### src/rtl/rv_pkg.sv
// Shared RV32 core definitions: word width, NOP encoding, reset PC,
// fetch FSM states and the IF/ID pipeline record.
package rv_pkg;

  localparam int XLEN = 32;
  localparam logic [XLEN-1:0] NOP_INST = 32'h0000_0013;
  localparam logic [XLEN-1:0] DEFAULT_RESET_PC = 32'h0000_0000;

  typedef enum logic [0:0] {
    RUN   = 1'b0,
    FAULT = 1'b1
  } fetch_state_t;

  typedef struct packed {
    logic [XLEN-1:0] inst;
    logic [XLEN-1:0] pc;
    logic            misaligned;
  } if_id_t;

endpackage

### src/rtl/inst_fetch_if.sv
// Fetch-stage bus: ROM port, redirect from execute, IF/ID handshake to
// decode, consumed-slot counter and FSM state for observation.
//
// Handshake: out_valid means the IF/ID slot holds an instruction; decode
// takes it on any rising edge where out_valid & out_ready. While out_valid
// is high and out_ready is low, out_inst/out_pc/out_misaligned stay stable
// unless a redirect squashes the slot. out_valid does not depend
// combinationally on out_ready.
interface inst_fetch_if;
  import rv_pkg::*;

  logic [XLEN-1:0] rom_addr;
  logic [XLEN-1:0] rom_data;
  logic            redirect_valid;
  logic [XLEN-1:0] redirect_pc;
  logic            out_valid;
  logic            out_ready;
  logic [XLEN-1:0] out_inst;
  logic [XLEN-1:0] out_pc;
  logic            out_misaligned;
  logic [XLEN-1:0] fetch_count;
  fetch_state_t    state;

  modport master (
    output rom_addr, out_valid, out_inst, out_pc, out_misaligned,
           fetch_count, state,
    input  rom_data, redirect_valid, redirect_pc, out_ready
  );

  modport slave (
    input  rom_addr, out_valid, out_inst, out_pc, out_misaligned,
           fetch_count, state,
    output rom_data, redirect_valid, redirect_pc, out_ready
  );

endinterface

### src/rtl/inst_fetch_if_id_slot.sv
// One-entry valid/ready pipeline register with flush. Priority:
// flush > load > drain-on-ready > hold. 'advance' tells the producer the
// slot can take a new entry this cycle (empty, or being consumed).
module if_id_slot
  import rv_pkg::*;
(
  input  logic   clk,
  input  logic   rst,
  input  logic   flush,
  input  logic   load,
  input  if_id_t in_data,
  input  logic   ready,
  output logic   valid,
  output if_id_t data,
  output logic   advance
);

  localparam if_id_t RESET_ENTRY = '{inst: NOP_INST, pc: '0, misaligned: 1'b0};

  assign advance = !valid || ready;

  // Valid flag: flush squashes, load fills, consumption empties.
  always_ff @(posedge clk or posedge rst) begin
    if (rst) begin
      valid <= 1'b0;
    end else if (flush) begin
      valid <= 1'b0;
    end else if (load) begin
      valid <= 1'b1;
    end else if (ready) begin
      valid <= 1'b0;
    end
  end

  // Payload only changes on a load, so a held or squashed slot keeps its fields.
  always_ff @(posedge clk or posedge rst) begin
    if (rst) begin
      data <= RESET_ENTRY;
    end else if (!flush && load) begin
      data <= in_data;
    end
  end

endmodule

### src/rtl/inst_fetch.sv
// Instruction fetch: owns the PC, addresses the combinational ROM, fills
// the IF/ID slot, takes redirects from execute and traps misaligned targets.
module inst_fetch
  import rv_pkg::*;
#(
  parameter logic [XLEN-1:0] RESET_PC = DEFAULT_RESET_PC
)(
  input  logic        clk,
  input  logic        rst,
  inst_fetch_if.master bus
);

  logic [XLEN-1:0] pc;
  logic [XLEN-1:0] pc_next;
  logic [XLEN-1:0] count;
  fetch_state_t    state;
  fetch_state_t    state_next;
  logic            load;
  logic            pc_misaligned;
  logic            slot_valid;
  logic            advance;
  logic            fire;
  if_id_t          slot_in;
  if_id_t          slot_out;

  assign pc_misaligned = (pc[1:0] != 2'b00);
  assign fire          = slot_valid && bus.out_ready;

  // FSM state register.
  always_ff @(posedge clk or posedge rst) begin
    if (rst) begin
      state <= RUN;
    end else begin
      state <= state_next;
    end
  end

  // Next state: redirect always resumes; a misaligned fetch parks in FAULT.
  always_comb begin
    state_next = state;
    if (bus.redirect_valid) begin
      state_next = RUN;
    end else if (state == RUN && advance && pc_misaligned) begin
      state_next = FAULT;
    end
  end

  // FSM outputs: slot load, slot payload and the next PC.
  always_comb begin
    load    = (state == RUN) && advance && !bus.redirect_valid;
    slot_in = '{inst: bus.rom_data, pc: pc, misaligned: 1'b0};
    pc_next = pc;
    if (pc_misaligned) begin
      slot_in = '{inst: NOP_INST, pc: pc, misaligned: 1'b1};
    end
    if (bus.redirect_valid) begin
      pc_next = bus.redirect_pc;
    end else if (load && !pc_misaligned) begin
      pc_next = pc + 32'd4;
    end
  end

  // Program counter; a faulted PC holds until redirected.
  always_ff @(posedge clk or posedge rst) begin
    if (rst) begin
      pc <= RESET_PC;
    end else begin
      pc <= pc_next;
    end
  end

  // Consumed-slot counter; a fire coinciding with a redirect still counts.
  always_ff @(posedge clk or posedge rst) begin
    if (rst) begin
      count <= '0;
    end else if (fire) begin
      count <= count + 32'd1;
    end
  end

  if_id_slot u_slot (
    .clk     (clk),
    .rst     (rst),
    .flush   (bus.redirect_valid),
    .load    (load),
    .in_data (slot_in),
    .ready   (bus.out_ready),
    .valid   (slot_valid),
    .data    (slot_out),
    .advance (advance)
  );

  assign bus.rom_addr       = pc;
  assign bus.out_valid      = slot_valid;
  assign bus.out_inst       = slot_out.inst;
  assign bus.out_pc         = slot_out.pc;
  assign bus.out_misaligned = slot_out.misaligned;
  assign bus.fetch_count    = count;
  assign bus.state          = state;

endmodule
### src/flat_wrapper.sv
// flat-port wrapper written by rule: the top's interface ports become plain ports
module inst_fetch_flat import rv_pkg::*;
#(
  parameter logic [XLEN-1:0] RESET_PC = DEFAULT_RESET_PC
)
  (clk, rst, bus_rom_addr, bus_out_valid, bus_out_inst, bus_out_pc, bus_out_misaligned, bus_fetch_count, bus_state, bus_rom_data, bus_redirect_valid, bus_redirect_pc, bus_out_ready);
  inst_fetch_if bus_i ();
  input  logic clk;
  input  logic rst;
  output wire logic [$bits(bus_i.rom_addr)-1:0] bus_rom_addr;
  output wire logic [$bits(bus_i.out_valid)-1:0] bus_out_valid;
  output wire logic [$bits(bus_i.out_inst)-1:0] bus_out_inst;
  output wire logic [$bits(bus_i.out_pc)-1:0] bus_out_pc;
  output wire logic [$bits(bus_i.out_misaligned)-1:0] bus_out_misaligned;
  output wire logic [$bits(bus_i.fetch_count)-1:0] bus_fetch_count;
  output wire logic [$bits(bus_i.state)-1:0] bus_state;
  input wire logic [$bits(bus_i.rom_data)-1:0] bus_rom_data;
  input wire logic [$bits(bus_i.redirect_valid)-1:0] bus_redirect_valid;
  input wire logic [$bits(bus_i.redirect_pc)-1:0] bus_redirect_pc;
  input wire logic [$bits(bus_i.out_ready)-1:0] bus_out_ready;
  assign bus_rom_addr = bus_i.rom_addr;
  assign bus_out_valid = bus_i.out_valid;
  assign bus_out_inst = bus_i.out_inst;
  assign bus_out_pc = bus_i.out_pc;
  assign bus_out_misaligned = bus_i.out_misaligned;
  assign bus_fetch_count = bus_i.fetch_count;
  assign bus_state = bus_i.state;
  assign bus_i.rom_data = bus_rom_data;
  assign bus_i.redirect_valid = bus_redirect_valid;
  assign bus_i.redirect_pc = bus_redirect_pc;
  assign bus_i.out_ready = bus_out_ready;
  inst_fetch #(.RESET_PC(RESET_PC)) u_core (.clk(clk), .rst(rst), .bus(bus_i));
endmodule
### config.mk
export PLATFORM = sky130hd
export DESIGN_NAME = inst_fetch_flat
export DESIGN_NICKNAME = d
export VERILOG_FILES = /design/src/rtl/rv_pkg.sv /design/src/rtl/inst_fetch_if.sv /design/src/rtl/inst_fetch_if_id_slot.sv /design/src/rtl/inst_fetch.sv /design/src/flat_wrapper.sv
export SDC_FILE = /design/constraint.sdc
export NUM_CORES = 1
export LEC_CHECK = 0
export ABC_AREA = 1
export CORE_MARGIN = 2
export CORE_UTILIZATION = 48
export DETAILED_ROUTE_END_ITERATION = 8
export GPL_TIMING_DRIVEN = 0
export PLACE_DENSITY = 0.81
export SLEW_MARGIN = 20
export SYNTH_ARGS = -nofsm -noshare
export SYNTH_HDL_FRONTEND = slang
export SYNTH_SLANG_ARGS = --single-unit
export TNS_END_PERCENT = 30
### constraint.sdc
create_clock -name clk -period 6.25 [get_ports clk]
set_input_delay 1.875 -clock clk [delete_from_list [all_inputs] [get_ports clk]]
set_output_delay 1.875 -clock clk [all_outputs]
set_load 0.03 [all_outputs]
==> results by group, run 1 <==
Floorplanning
  • Initial Util: 48.6%
  • Row count: 43
  • Core Region: between 10000 and 15000 µm²
  • Die Span X: 122 µm
  • Die Y: 122 µm
  • IO Pins: 199
  • Die Area: ~15000 µm²

STA
  • F_max: roughly 0.28 GHz
  • Min Tclk post-route: approximately 3.6 ns
  • TNS Setup: 0 ns
  • Worst slew pin tran: 0.712 ns
  • Slew Viols, Final: 0
  • Clock skew: 0.00634 ns
  • RSZ-0062 raised after global routing: no
  • Final number of setup-violating endpoints: 0
  • Max-slew headroom: a little over half
  • Final Hold Viols: 0
  • Setup slack after layout: 2.63 ns
  • Final period util: between 50% and 60%

Power
  • Clk pwr share: 34.2%
  • Static Leak: approximately 4.4 nW
  • P_sw: 1.07 mW
  • Worst IR Drop VDD: 0.000212 V
  • Combinational share of power: 31.1%
  • Sw frac: 33.2%
  • Sequential power share: 34.7%
  • Cell-internal power: 2.15 mW
  • P per Cell Area: 336 nW/µm²

Drt
  • Iter 0 DRT Violations: 489
  • DRT Wirelength: around 20 mm
  • # DRC: 0
  • ANT nets after route: 0
  • Initial DRT Pass Iterations: 6
  • Vias per inst: slightly above 5
  • Drt wl/cell: 16.4 µm
  • Via count: 6320

Critical path
  • Crit path buf inv count: 2
  • Worst R2R End: u_core.bus.fetch_count[26]
  • CP Class: reg -> out
  • Slowest stage delay, CP: about 0.65 ns
  • Worst path cell trace: buf_4 -> clkdlybuf4s50_1
  • Delay-heaviest family, CP: buffers and inverters
  • Critical Path End: bus_rom_addr[22]
  • Reg2Reg Depth: 8
  • Critical Path RT: about 4.4 ns
  • Worst Setup Start Kind: flop
  • Reg2reg start: u_core.bus.fetch_count[1]
  • Critical path endpoint category: output port
  • CP Depth: 2
  • Slowest CP cell: clkdlybuf4s50_1
  • CP Launch Point: u_core.bus.rom_addr[22]
  • CP arrival: 1.74 ns
  • Worst Path Max Fanout: 7
  • R2r setup slk: 4.53 ns

Layout
  • Nets: 1094
  • Layout overhead on the synthesized area: 43.3%
  • Footprint of the multi-input gates: 2780 µm²
  • Sequential Area: approximately 3300 µm²
  • Proportion of layout cells with a drive suffix above 1: 10.8%
  • Fill cell count: 1085

CTS
  • CTS Buffer Depth: 2
  • Clock-pin slew on the worst setup and hold paths: 0.05 ns
  • Htree depth: 4
  • Clk sink count: 131
  • Post-CTS Repair Setup Buffers: 0
  • Num CTS Buffers: 17
  • Root Driver: clkbuf_16
  • CTS tree: built
  • Clk_lat worst skew: 0.42 ns
  • # hold bufs at CTS: 0
  • PostCTS Resize Cnt: 0

Status
  • Status: finished, final reports clean

Placement
  • GP Congestion: 0.944
  • Post-DP HPWL: 14.4 mm
  • Worst slack, placed: 2.57 ns
  • Port Buffers: approximately 200

Yosys
  • FFs w/ async S/R, synth: 100%
  • Seq/Total Area, Yosys: approximately half
  • Synth unique cells: 41
  • Net Count, Synth: 877
  • Yosys top cell by area: dfrtp_1
  • #FFs+latches synth: 131
  • Cell count after synthesis: just over 800
  • Synthesis Warnings: 0
  • Fraction of synthesized cell area taken by the top area cell type: a little under 50%
  • Synthesized area per cell: slightly above 8 µm²
  • EDFF count, synth: 0
  • Post-synth top flop: dfrtp_1
  • Top cells by area, synth: dfrtp_1, nand2_1, nor2_1
  • Synthesized area: 6670 µm²

Global route
  • Largest net degree at the start of global routing: 90
  • Gr usage total: 27.6%
  • Vias in the first global route: 6079
  • First-pass GRT wire length: 31.3 mm
  • Congestion Overflow GR: 0
  • Initial antenna violation count: 1

Worst hold path
  • Hold Path Depth: 2
  • Worst Hold Class: reg -> reg

Job
  • Max-cap violations: 0
-- worst register-to-register path: cells and delay by family, from the launching register on --
kind	cells	cell delay, ns
simple gates	7	0.98
flops	1	0.41
fa+ha+maj	1	0.21
-- Yosys cell counts, types with 4 or more instances --
library cell / instances
inv_1: 65
buf_1: 5
a21oi_1: 11
nor2_1: 73
xor2_1: 14
a22o_1: 29
nor2_4: 12
nand2_2: 4
nand2_1: 252
o21ai_0: 47
buf_2: 12
nand3b_1: 10
xnor2_1: 7
nor3_1: 4
nand4_1: 8
dfrtp_1: 128
clkbuf_1: 5
buf_4: 32
nand3_1: 48
nor2_2: 5
-- how the worst min path moves through the flow --
stage | start | end | slack, ns
after detailed placement | u_core.u_slot.data[12] | u_core.u_slot.data[12] | 0.47
after global placement | u_core.u_slot.data[5] | u_core.u_slot.data[5] | 0.47
final | u_core.u_slot.data[15] | u_core.u_slot.data[15] | 0.48
after CTS | u_core.u_slot.data[22] | u_core.u_slot.data[22] | 0.49
after global routing | u_core.u_slot.data[13] | u_core.u_slot.data[13] | 0.50
after floorplan | u_core.bus.rom_addr[25] | u_core.bus.rom_addr[25] | 0.51
-- per-stage QoR --
stage / hold WS, ns / power, mW / util [%] / area [µm²] / cells
3_3_place_gp: 0.466 / 2.10 / 64.6 / 8860 / 1184
6_report: 0.482 / 3.21 / 69.6 / 9550 / 1217
4_1_cts: 0.486 / 3.23 / 69.6 / 9550 / 1216
2_1_floorplan: 0.513 / 1.68 / - / 6670 / 807
5_1_grt: 0.500 / 3.34 / 69.6 / 9550 / 1217
3_5_place_dp: 0.471 / 2.12 / 64.9 / 8900 / 1185
-- registers in the layout, summed over array words and instances (netlist names) --
signal,cells
u_core.u_slot.data,65
u_core.bus.rom_addr,32
u_core.u_slot.valid,1
u_core.bus.state,1
u_core.bus.fetch_count,32
-- cell usage in the layout, fill, tap and decap left out, types with 2 or more instances in the layout --
master           instances
ha_1                     2
inv_1                   64
o21ai_0                 47
clkdlybuf4s50_1        197
xor2_1                  14
nand2_2                  4
nand3b_1                10
buf_4                   32
nand4_1                  8
a21oi_1                 11
a31oi_1                  2
o211ai_1                 3
xnor2_1                  7
nand2_4                  3
clkinv_2                 5
nor2_2                   5
buf_1                    5
o21bai_1                 2
buf_2                   12
nor2_4                  12
a22o_1                  29
clkbuf_1                 6
dfstp_2                  3
o22a_1                   3
nor3_1                   4
bufinv_16                5
dfrtp_1                128
inv_2                    2
a22oi_1                  2
nand2_1                252
o22ai_1                  2
clkbuf_16               17
nor2_1                  73
nor4_1                   2
clkbuf_8                 3
nand3_1                 48
-- logic make-up (layout without fill, tap and decap cells) --
| logic type | count (synthesis) | in the layout | share of synthesized area [%] |
|---|---|---|---|
| AND/OR/NAND/NOR | 427 | 427 | 28.7 |
| buffers and inverters | 124 | 353 | 9.14 |
| AO/OA/AOI/OAI | 102 | 102 | 9.83 |
| XOR/XNOR | 21 | 21 | 2.76 |
| other | 0 | 1 | 0 |
| flip-flops | 131 | 131 | 49.2 |
| adder cells (fa/ha/maj) | 2 | 2 | 0.375 |
-- layout make-up --
cell class | count | area share, %
Tap cell | 180 | 2.36
Clock buffer | 21 | 4.93
Antenna cell | 1 | 0.0262
Inverter | 69 | 2.80
Multi-Input combinational cell | 552 | 29.1
Clock inverter | 10 | 1.87
Sequential cell | 131 | 34.4
Buffer | 55 | 3.65
Timing Repair Buffer | 198 | 20.9
-- power groups by stage --
| stage | logic (mW) | registers (mW) | clock network, mW |
|---|---|---|---|
| after detailed placement | 1.00 | 1.12 | 0 |
| after floorplan | 0.341 | 1.34 | 0 |
| after CTS | 1.01 | 1.11 | 1.11 |
| after global placement | 0.982 | 1.12 | 0 |
| final | 0.999 | 1.11 | 1.10 |
| after global routing | 1.06 | 1.13 | 1.15 |
-- layer usage --
layer | wire length (µm) | vias up | share of wire (%) | track usage [%]
li1 | - | 3009 | - | -
met1 | 7900 | 2981 | 40 | 33.6
met2 | 9780 | 281 | 49 | 46.3
met3 | 1690 | 49 | 8.5 | 7.91
met4 | 550 | 0 | 2.8 | 10.6
met5 | 0 | - | 0 | 0
Power figures use the tool's default switching activity.
==> run 2, diff against run 1 <==
==> constraint.sdc (replaced) <==
create_clock -name clk -period 3.5 [get_ports clk]
set_input_delay 1.05 -clock clk [delete_from_list [all_inputs] [get_ports clk]]
set_output_delay 1.05 -clock clk [all_outputs]
set_load 0.03 [all_outputs]
==> run 2 against run 1 <==
Against the previous run: clock power up 54%; non-clock buffer count increased by 3; flip-flop and latch count stayed put; die area unchanged; via count decreased by 0.21%; largest cell class unchanged.
==> results by group, run 2 (synthesis results as in run 1) <==
STA
  • Final number of setup-violating endpoints: 0
  • RSZ-0062 raised after global routing: no
  • TNS Setup: 0 ns
  • Max-slew headroom: 52.9%
  • Clock skew: 0.00758 ns
  • F_max: 0.356 GHz
  • Min Tclk post-route: approximately 2.8 ns
  • Slew Viols, Final: 0
  • Worst slew pin tran: 0.706 ns
  • Final period util: 80.3%
  • Final Hold Viols: 0

Drt
  • ANT nets after route: 0
  • Iter 0 DRT Violations: 511
  • Initial DRT Pass Iterations: 5
  • # DRC: 0
  • Via count: between 6000 and 7000
  • Vias per inst: 5.17
  • DRT Wirelength: approximately 20 mm
  • Drt wl/cell: about 16 µm

CTS
  • PostCTS Resize Cnt: 0
  • CTS tree: built
  • Clk_lat worst skew: 0.42 ns
  • Clk sink count: 131
  • Clock-pin slew on the worst setup and hold paths: 0.06 ns
  • # hold bufs at CTS: 0
  • Root Driver: clkbuf_16
  • Htree depth: 4
  • Num CTS Buffers: 17
  • Post-CTS Repair Setup Buffers: 0
  • CTS Buffer Depth: 2

Placement
  • Post-DP HPWL: 14.6 mm
  • Port Buffers: 197
  • GP Congestion: ~0.94

Worst hold path
  • Worst Hold Class: reg -> reg

Global route
  • First-pass GRT wire length: 31.2 mm
  • Vias in the first global route: 6115
  • Initial antenna violation count: 0
  • Gr usage total: 27.4%
  • Largest net degree at the start of global routing: 32
  • Congestion Overflow GR: 0

Layout
  • Diode count: 0
  • Footprint of the multi-input gates: 2780 µm²
  • Fill cell count: around 1100
  • Layout overhead on the synthesized area: 42.8%
  • Commonest non-fill, non-tap cell in the layout: nand2_1
  • Final core utilization: between 60% and 70%
  • Proportion of layout cells with a drive suffix above 1: 11.2%
  • Max FFs per register: 65
  • Sequential Area: ~3300 µm²
  • Nets: ~1100
  • Largest register by flop count: u_core.u_slot.data
  • Commonest cells after routing, fill and taps aside: nand2_1, clkdlybuf4s50_1, dfrtp_1

Critical path
  • Critical path endpoint category: output port
  • Worst R2R End: u_core.bus.fetch_count[26]
  • Worst Path Max Fanout: 8
  • Reg2Reg Depth: 8
  • Critical Path RT: 2.45 ns
  • CP Launch Point: u_core.bus.rom_addr[21]
  • R2r setup slk: 1.80 ns
  • CP arrival: 1.76 ns
  • Reg2reg start: u_core.bus.fetch_count[1]
  • Critical Path End: bus_rom_addr[21]
  • Worst Setup Start Kind: flop
  • CP Class: reg -> out

Power
  • Static Leak: 4.36 nW
  • P per Cell Area: between 500 and 600 nW/µm²
  • Overall Power: 5.47 mW
  • Worst IR Drop VDD: 0.000364 V

Floorplanning
  • Initial Util: approximately 49%
  • Die Y: roughly 120 µm
  • IO Pins: 199
  • Row count: 43
  • Core Region: ~14000 µm²
  • Die Span X: 122 µm
  • Die Area: 14800 µm²

Job
  • Max-cap violations: 0

Status
  • Status: finished, final reports clean
## run 2: cell types whose count changed in the layout (fill, tap and decap cells not counted)
cell	delta
bufinv_16	-4
clkbuf_8	-1
inv_6	+2
buf_12	+3
inv_8	-1
clkinvlp_4	+5
diode_2	-1
## run 2: worst min path at each step
stage / from / end / slack [ns] / cells after the start
6_report: u_core.u_slot.data[31] / u_core.u_slot.data[31] / 0.48 / 2
5_1_grt: u_core.u_slot.data[16] / u_core.u_slot.data[16] / 0.50 / 2
4_1_cts: u_core.u_slot.data[9] / u_core.u_slot.data[9] / 0.49 / 2
3_5_place_dp: u_core.u_slot.data[9] / u_core.u_slot.data[9] / 0.47 / 2
3_3_place_gp: u_core.u_slot.data[9] / u_core.u_slot.data[9] / 0.46 / 2
2_1_floorplan: u_core.bus.rom_addr[25] / u_core.bus.rom_addr[25] / 0.51 / 2
## run 2: per-stage QoR
| stage | instances | hold slack, ns | area, µm² | setup WS [ns] |
|---|---|---|---|---|
| after CTS | 1220 | 0.488 | 9520 | 0.699 |
| after global routing | 1220 | 0.501 | 9520 | 0.660 |
| after detailed placement | 1188 | 0.473 | 8960 | 0.700 |
| after global placement | 1184 | 0.464 | 8870 | -0.400 |
| after floorplan | 807 | 0.513 | 6670 | 0.829 |
| final | 1220 | 0.483 | 9520 | 0.690 |
## run 2: metal layers
layer	vias to the layer above	share of wire, %	global-route usage (%)
li1	3014	-	-
met1	2990	41	34.1
met2	257	49	44.5
met3	46	7.7	7.35
met4	0	3.0	12.9
met5	-	0	0
## run 2: cell type report
cell class | count | share of cell area, %
plain buffers | 55 | 3.67
clock buffers | 20 | 4.80
clock inverters | 12 | 1.12
inverters | 69 | 2.77
multi-input cells | 552 | 29.2
flip-flops and latches | 131 | 34.5
well taps | 180 | 2.37
repair buffers | 201 | 21.6
## run 2: worst max-delay path: stages (launching register included)
cell and delay [ns]:
dfrtp_1 0.52, buf_4 0.17, clkdlybuf4s50_1 0.66
## run 2: where the power goes
group          total, mW  internal (mW)  leakage, nW  switching [mW]
registers           1.99           1.78         1.67           0.211
clock network       1.69           1.01        0.269           0.678
logic               1.79          0.752         2.42            1.04
